<file path="src/rtl/vending_machine_credit.sv">
// rtl/vending_machine_credit.sv - coin credit accumulator with dispense and unit change return
module vending_machine_credit #(
    parameter int CREDIT_W    = 8,
    parameter int PRICE       = 15,
    parameter int COIN_A      = 5,
    parameter int COIN_B      = 10,
    parameter int COIN_C      = 25,
    parameter int CHANGE_UNIT = 5,
    parameter int MAX_CREDIT  = 60
) (
    input  logic                clk,
    input  logic                rst,
    input  logic                coin_valid,
    input  logic [1:0]          coin_type,
    input  logic                cancel,
    output logic                dispense,
    output logic                change_pulse,
    output logic                coin_reject,
    output logic [CREDIT_W-1:0] credit,
    output logic                busy
);

    // One extra bit on the sum so an overflowing coin is detected instead of wrapping.
    localparam int SUM_W = CREDIT_W + 1;

    localparam logic [SUM_W-1:0]    VAL_A     = SUM_W'(COIN_A);
    localparam logic [SUM_W-1:0]    VAL_B     = SUM_W'(COIN_B);
    localparam logic [SUM_W-1:0]    VAL_C     = SUM_W'(COIN_C);
    localparam logic [SUM_W-1:0]    PRICE_S   = SUM_W'(PRICE);
    localparam logic [SUM_W-1:0]    MAX_S     = SUM_W'(MAX_CREDIT);
    localparam logic [CREDIT_W-1:0] PRICE_C   = CREDIT_W'(PRICE);
    localparam logic [CREDIT_W-1:0] UNIT_C    = CREDIT_W'(CHANGE_UNIT);

    typedef enum logic [1:0] {
        S_IDLE     = 2'd0,
        S_COLLECT  = 2'd1,
        S_DISPENSE = 2'd2,
        S_CHANGE   = 2'd3
    } state_t;

    state_t              state_q, state_d;
    logic [CREDIT_W-1:0] credit_q, credit_d;
    logic                coin_reject_q, coin_reject_d;

    logic                coin_present;
    logic [SUM_W-1:0]    coin_val;
    logic [SUM_W-1:0]    sum;

    // State, credit and reject strobe registers; reset drops any owed change.
    always_ff @(posedge clk) begin
        if (rst) begin
            state_q       <= S_IDLE;
            credit_q      <= '0;
            coin_reject_q <= 1'b0;
        end else begin
            state_q       <= state_d;
            credit_q      <= credit_d;
            coin_reject_q <= coin_reject_d;
        end
    end

    // Next-state, credit arithmetic and reject decision.
    always_comb begin
        state_d       = state_q;
        credit_d      = credit_q;
        coin_reject_d = 1'b0;

        // coin_type 00 never counts as a coin, so it is neither credited nor rejected.
        coin_present = coin_valid && (coin_type != 2'b00);
        case (coin_type)
            2'b01:   coin_val = VAL_A;
            2'b10:   coin_val = VAL_B;
            2'b11:   coin_val = VAL_C;
            default: coin_val = '0;
        endcase
        sum = {1'b0, credit_q} + coin_val;

        case (state_q)
            S_IDLE, S_COLLECT: begin
                if ((state_q == S_COLLECT) && cancel) begin
                    // Refund the credit held before this cycle; a coin arriving now goes back.
                    state_d       = S_CHANGE;
                    coin_reject_d = coin_present;
                end else if (coin_present) begin
                    if (sum <= MAX_S) begin
                        credit_d = sum[CREDIT_W-1:0];
                        state_d  = (sum >= PRICE_S) ? S_DISPENSE : S_COLLECT;
                    end else begin
                        coin_reject_d = 1'b1;
                    end
                end
            end
            S_DISPENSE: begin
                coin_reject_d = coin_present;
                credit_d      = credit_q - PRICE_C;
                state_d       = (credit_q == PRICE_C) ? S_IDLE : S_CHANGE;
            end
            S_CHANGE: begin
                coin_reject_d = coin_present;
                // Clamp at zero so a malformed remainder can never wrap into a long pulse train.
                if (credit_q <= UNIT_C) begin
                    credit_d = '0;
                    state_d  = S_IDLE;
                end else begin
                    credit_d = credit_q - UNIT_C;
                end
            end
            default: begin
                state_d  = S_IDLE;
                credit_d = '0;
            end
        endcase
    end

    // Outputs decoded purely from registered state.
    always_comb begin
        dispense     = (state_q == S_DISPENSE);
        change_pulse = (state_q == S_CHANGE);
        busy         = (state_q == S_DISPENSE) || (state_q == S_CHANGE);
        coin_reject  = coin_reject_q;
        credit       = credit_q;
    end

endmodule

</file>
<file path="config.mk">
export PLATFORM = sky130hd
export DESIGN_NAME = vending_machine_credit
export DESIGN_NICKNAME = d
export VERILOG_FILES = /design/src/rtl/vending_machine_credit.sv
export SDC_FILE = /design/constraint.sdc
export NUM_CORES = 1
export LEC_CHECK = 0
export CORE_MARGIN = 4
export CORE_UTILIZATION = 40
export CTS_CLUSTER_SIZE = 30
export DETAILED_ROUTE_END_ITERATION = 16
export HOLD_SLACK_MARGIN = 0.12
export PLACE_DENSITY = 0.72
export SLEW_MARGIN = 20
export SYNTH_ARGS = -nofsm -noshare
export SYNTH_HDL_FRONTEND = slang
export SYNTH_SLANG_ARGS = --single-unit
</file>
<file path="constraint.sdc">
create_clock -name clk -period 4 [get_ports clk]
set_clock_uncertainty 0.05 [all_clocks]
set_input_delay 0.8 -clock clk [delete_from_list [all_inputs] [get_ports clk]]
set_output_delay 0.8 -clock clk [all_outputs]
set_load 0.01 [all_outputs]
</file>
==> metrics.yaml, run 1 <==
timing:
  timing.max_slew.rel_slack: 0.5783
  maxSlewViolCount: 0
  finalSetupViolCount: 0
  layout_setup_ws_ns: 0.3387
  period_share: 0.9153
  fmaxAchievable_mhz: 273.1
  setup-tns-final_ns: 0
  layout_min_cycle_time_ns: 3.661
  setup_repair_after_global_routing_missed_its_margin: "no"
  max_slew.worst_pin.slew_ns: 0.6238
  final-hold-violation-count: 0
min_path:
  holdCritPathClass: "reg -> reg"
yosys:
  syn-num-nets: 199
  synth_simple_gate_area_share: 0.2967
  post_synth_xor_area_fraction: 0.02679
  postSynthAreaPerCell_um2: 7.106
  count_of_flip_flops_with_a_built_in_enable_after_synthesis: 0
  synth.yosys.warnings: 0
  ys_ff_latch: 11
  ys_seq_area_frac: 0.1684
  synth.distinct_cells: 50
  synth_area_um2: 1308
  most_used_flip_flop_cell_after_synthesis: "dfxtp_1"
  largest_family_of_logic_cells_by_synthesized_area: "compound AO/OA/AOI/OAI gates"
  postSynthCellCount: 184
  yosys-mux-area-fraction: 0
  synth_compound_gate_area_share: 0.3455
  synth-adder-area-share: 0.09187
  synth_async_sr_flop_share: 0
job:
  max-cap-violations: 0
critical_path:
  crit_path_start_kind: "input port"
  critical-path-slowest-cell: "clkdlybuf4s50_1"
  r2r_setup_slack_ns: 0.91
  worstSetupEndpointType: "flip-flop"
  path_class: "in -> reg"
  crit_path_max_fanout: 6
  path_cells: "clkdlybuf4s50_1, ha_1, fa_1, a211o_1, and3_1, or3_1, or4_1, buf_4, a31oi_1, a221oi_1"
  critical_path_required_ns: 4.11
  arrival_ns: 3.77
  worst_path_largest_cell_delay_ns: 0.49
cells_and_area:
  layout.nets: 212
  final_cell_mix: "18 x a21oi_1, 17 x clkdlybuf4s50_1, 14 x nand2_1"
  insertedDiodeCount: 0
  layout_commonest_cell: "a21oi_1"
  final_core_util: 0.4976
  proportion_of_layout_cells_with_a_drive_suffix_above_1: 0.07653
  area_growth_syn_to_layout_pct: 17.13
  fillCellCount: 311
  layoutNonFillerInstCount: 240
power:
  leakagePower_nw: 0.5794
  ir_worst_vdd_v: 0.0002549
  power.density_cell_area_nw_per_um2: 677.2
  design_power_total_mw: 1.037
grt:
  antenna_violations_before_repair: 0
  globalRouteTotalUtil: 0.1986
  first_global_vias: 1454
  overflow: 0
  grt_first_pass_wirelength_mm: 6.762
  grt_start_max_net_pins: 17
floorplan:
  fp.dieH_um: 65.18
  initial_utilization: 0.4248
  fp-row-count: 20
  core_area_um2: 3078
  fp.dieW_um: 65.18
  design.portCount: 18
  die-area_um2: 4248
placed_design:
  hpwl_reported_at_the_end_of_detailed_placement_mm: 3.073
  place_congestion: 0.9422
  dp_slack_ns: 0.06560
  placed_cells: 236
  io_port_bufs: 17
detailed_routing:
  route.final.wire_length_mm: 3.915
  avgRoutedWirePerCell_um: 16.31
  detail-route-antenna-nets: 0
  detailroute.via_count: 1486
  drt_first_pass_iters: 4
  remaining_drc_errors: 0
  detail_route.vias_per_cell: 6.192
  detail_route.iter0.violations: 129
cts:
  clock_tree_buf_depth: 2
  path_clk_slew_ns: 0.08
  ctsHtreeMaxLevel: 1
  cts-root-buf: "clkbuf_4"
  clock_sinks: 11
  cts_setup_buffers: 0
  post_cts_resize_count: 0
  worst_skew_late_latency_ns: 0.28
  tritoncts.num_buffers: 3
  postCtsHoldBufs: 0
  tritoncts: "built"
run_status:
  status: "completed"
sequential cells by signal (all words and copies together), names as in the netlist:
name,count
coin_reject,1
credit,8
state_q,2
critical path, delay by kind of cell:
family                   cells  cell delay (ns)
AND/OR/NAND/NOR              3             1.02
buffers and inverters        2             0.67
adder cells (fa/ha/maj)      2             0.67
AO/OA/AOI/OAI                3             0.61
kinds of logic (layout without fill, tap and decap cells):
| family | Yosys count | in the layout |
|---|---|---|
| and+or+nand+nor | 72 | 72 |
| AOI/OAI and AO/OA | 66 | 66 |
| buffers and inverters | 22 | 34 |
| DFF | 11 | 11 |
| adders and majority gates | 9 | 9 |
| xor gates and xnor gates | 4 | 4 |
layout make-up:
cell class | instances | area (um^2) | share of cell area
inverter | 9 | 33.78 | 0.02206
timing repair buffer | 21 | 200.2 | 0.1307
tap | 44 | 55.05 | 0.03595
multi-input combinational | 151 | 994.7 | 0.6495
clock inverter | 1 | 5.005 | 0.003268
clock buffer | 3 | 22.52 | 0.01471
sequential | 11 | 220.2 | 0.1438
synth_stat cells (4+ instances only):
master / number / area [um^2]
nor2b_1: 6 / 37.54
nor2_1: 12 / 45.04
nand2_1: 14 / 52.55
ha_1: 8 / 100.1
dfxtp_1: 11 / 220.2
o31ai_1: 7 / 52.55
clkbuf_1: 10 / 37.54
inv_1: 9 / 33.78
nand3_1: 9 / 45.04
nor3_1: 6 / 30.03
a31oi_1: 5 / 31.28
o21ai_0: 9 / 45.04
a21oi_1: 18 / 90.09
nor4_1: 4 / 25.02
worst paths after layout:
check               start         end  cells past startpoint
max          coin_type[0]  state_q[0]                     10
min             credit[6]   credit[6]                      2
max reg2reg     credit[0]  state_q[0]                      9
min reg2reg     credit[6]   credit[6]                      2
report_power, final:
group | leakage, nW | internal (mW) | switching [mW] | total, mW
clock network | 0.0177 | 0.0371 | 0.0415 | 0.0786
logic | 0.472 | 0.304 | 0.396 | 0.700
registers | 0.0901 | 0.150 | 0.109 | 0.258
stage by stage:
step | instance area (um^2) | hold WS [ns]
2_1_floorplan | 1308 | 0.5190
3_3_place_gp | 1504 | 0.5174
3_5_place_dp | 1504 | 0.5303
4_1_cts | 1531 | 0.5417
5_1_grt | 1531 | 0.6109
6_report | 1531 | 0.5430
layer usage:
layer,GRT usage,share of wire,vias to the layer above
met5,0,0,-
met4,0.07772,0.019,0
met3,0.01026,0.042,8
met2,0.3603,0.51,59
met1,0.2437,0.43,686
li1,-,-,733
No activity file was read; power rests on OpenSTA's default activity.
==> run 2: changes to the inputs <==
--- a/config.mk
+++ b/config.mk
@@ -11,6 +11,7 @@
 export DETAILED_ROUTE_END_ITERATION = 16
 export HOLD_SLACK_MARGIN = 0.12
 export PLACE_DENSITY = 0.72
+export SKIP_CTS_REPAIR_TIMING = 1
 export SLEW_MARGIN = 20
 export SYNTH_ARGS = -nofsm -noshare
 export SYNTH_HDL_FRONTEND = slang
==> results of run 2 <==
Final layout, timing and power as in run 1 (identical DEF).
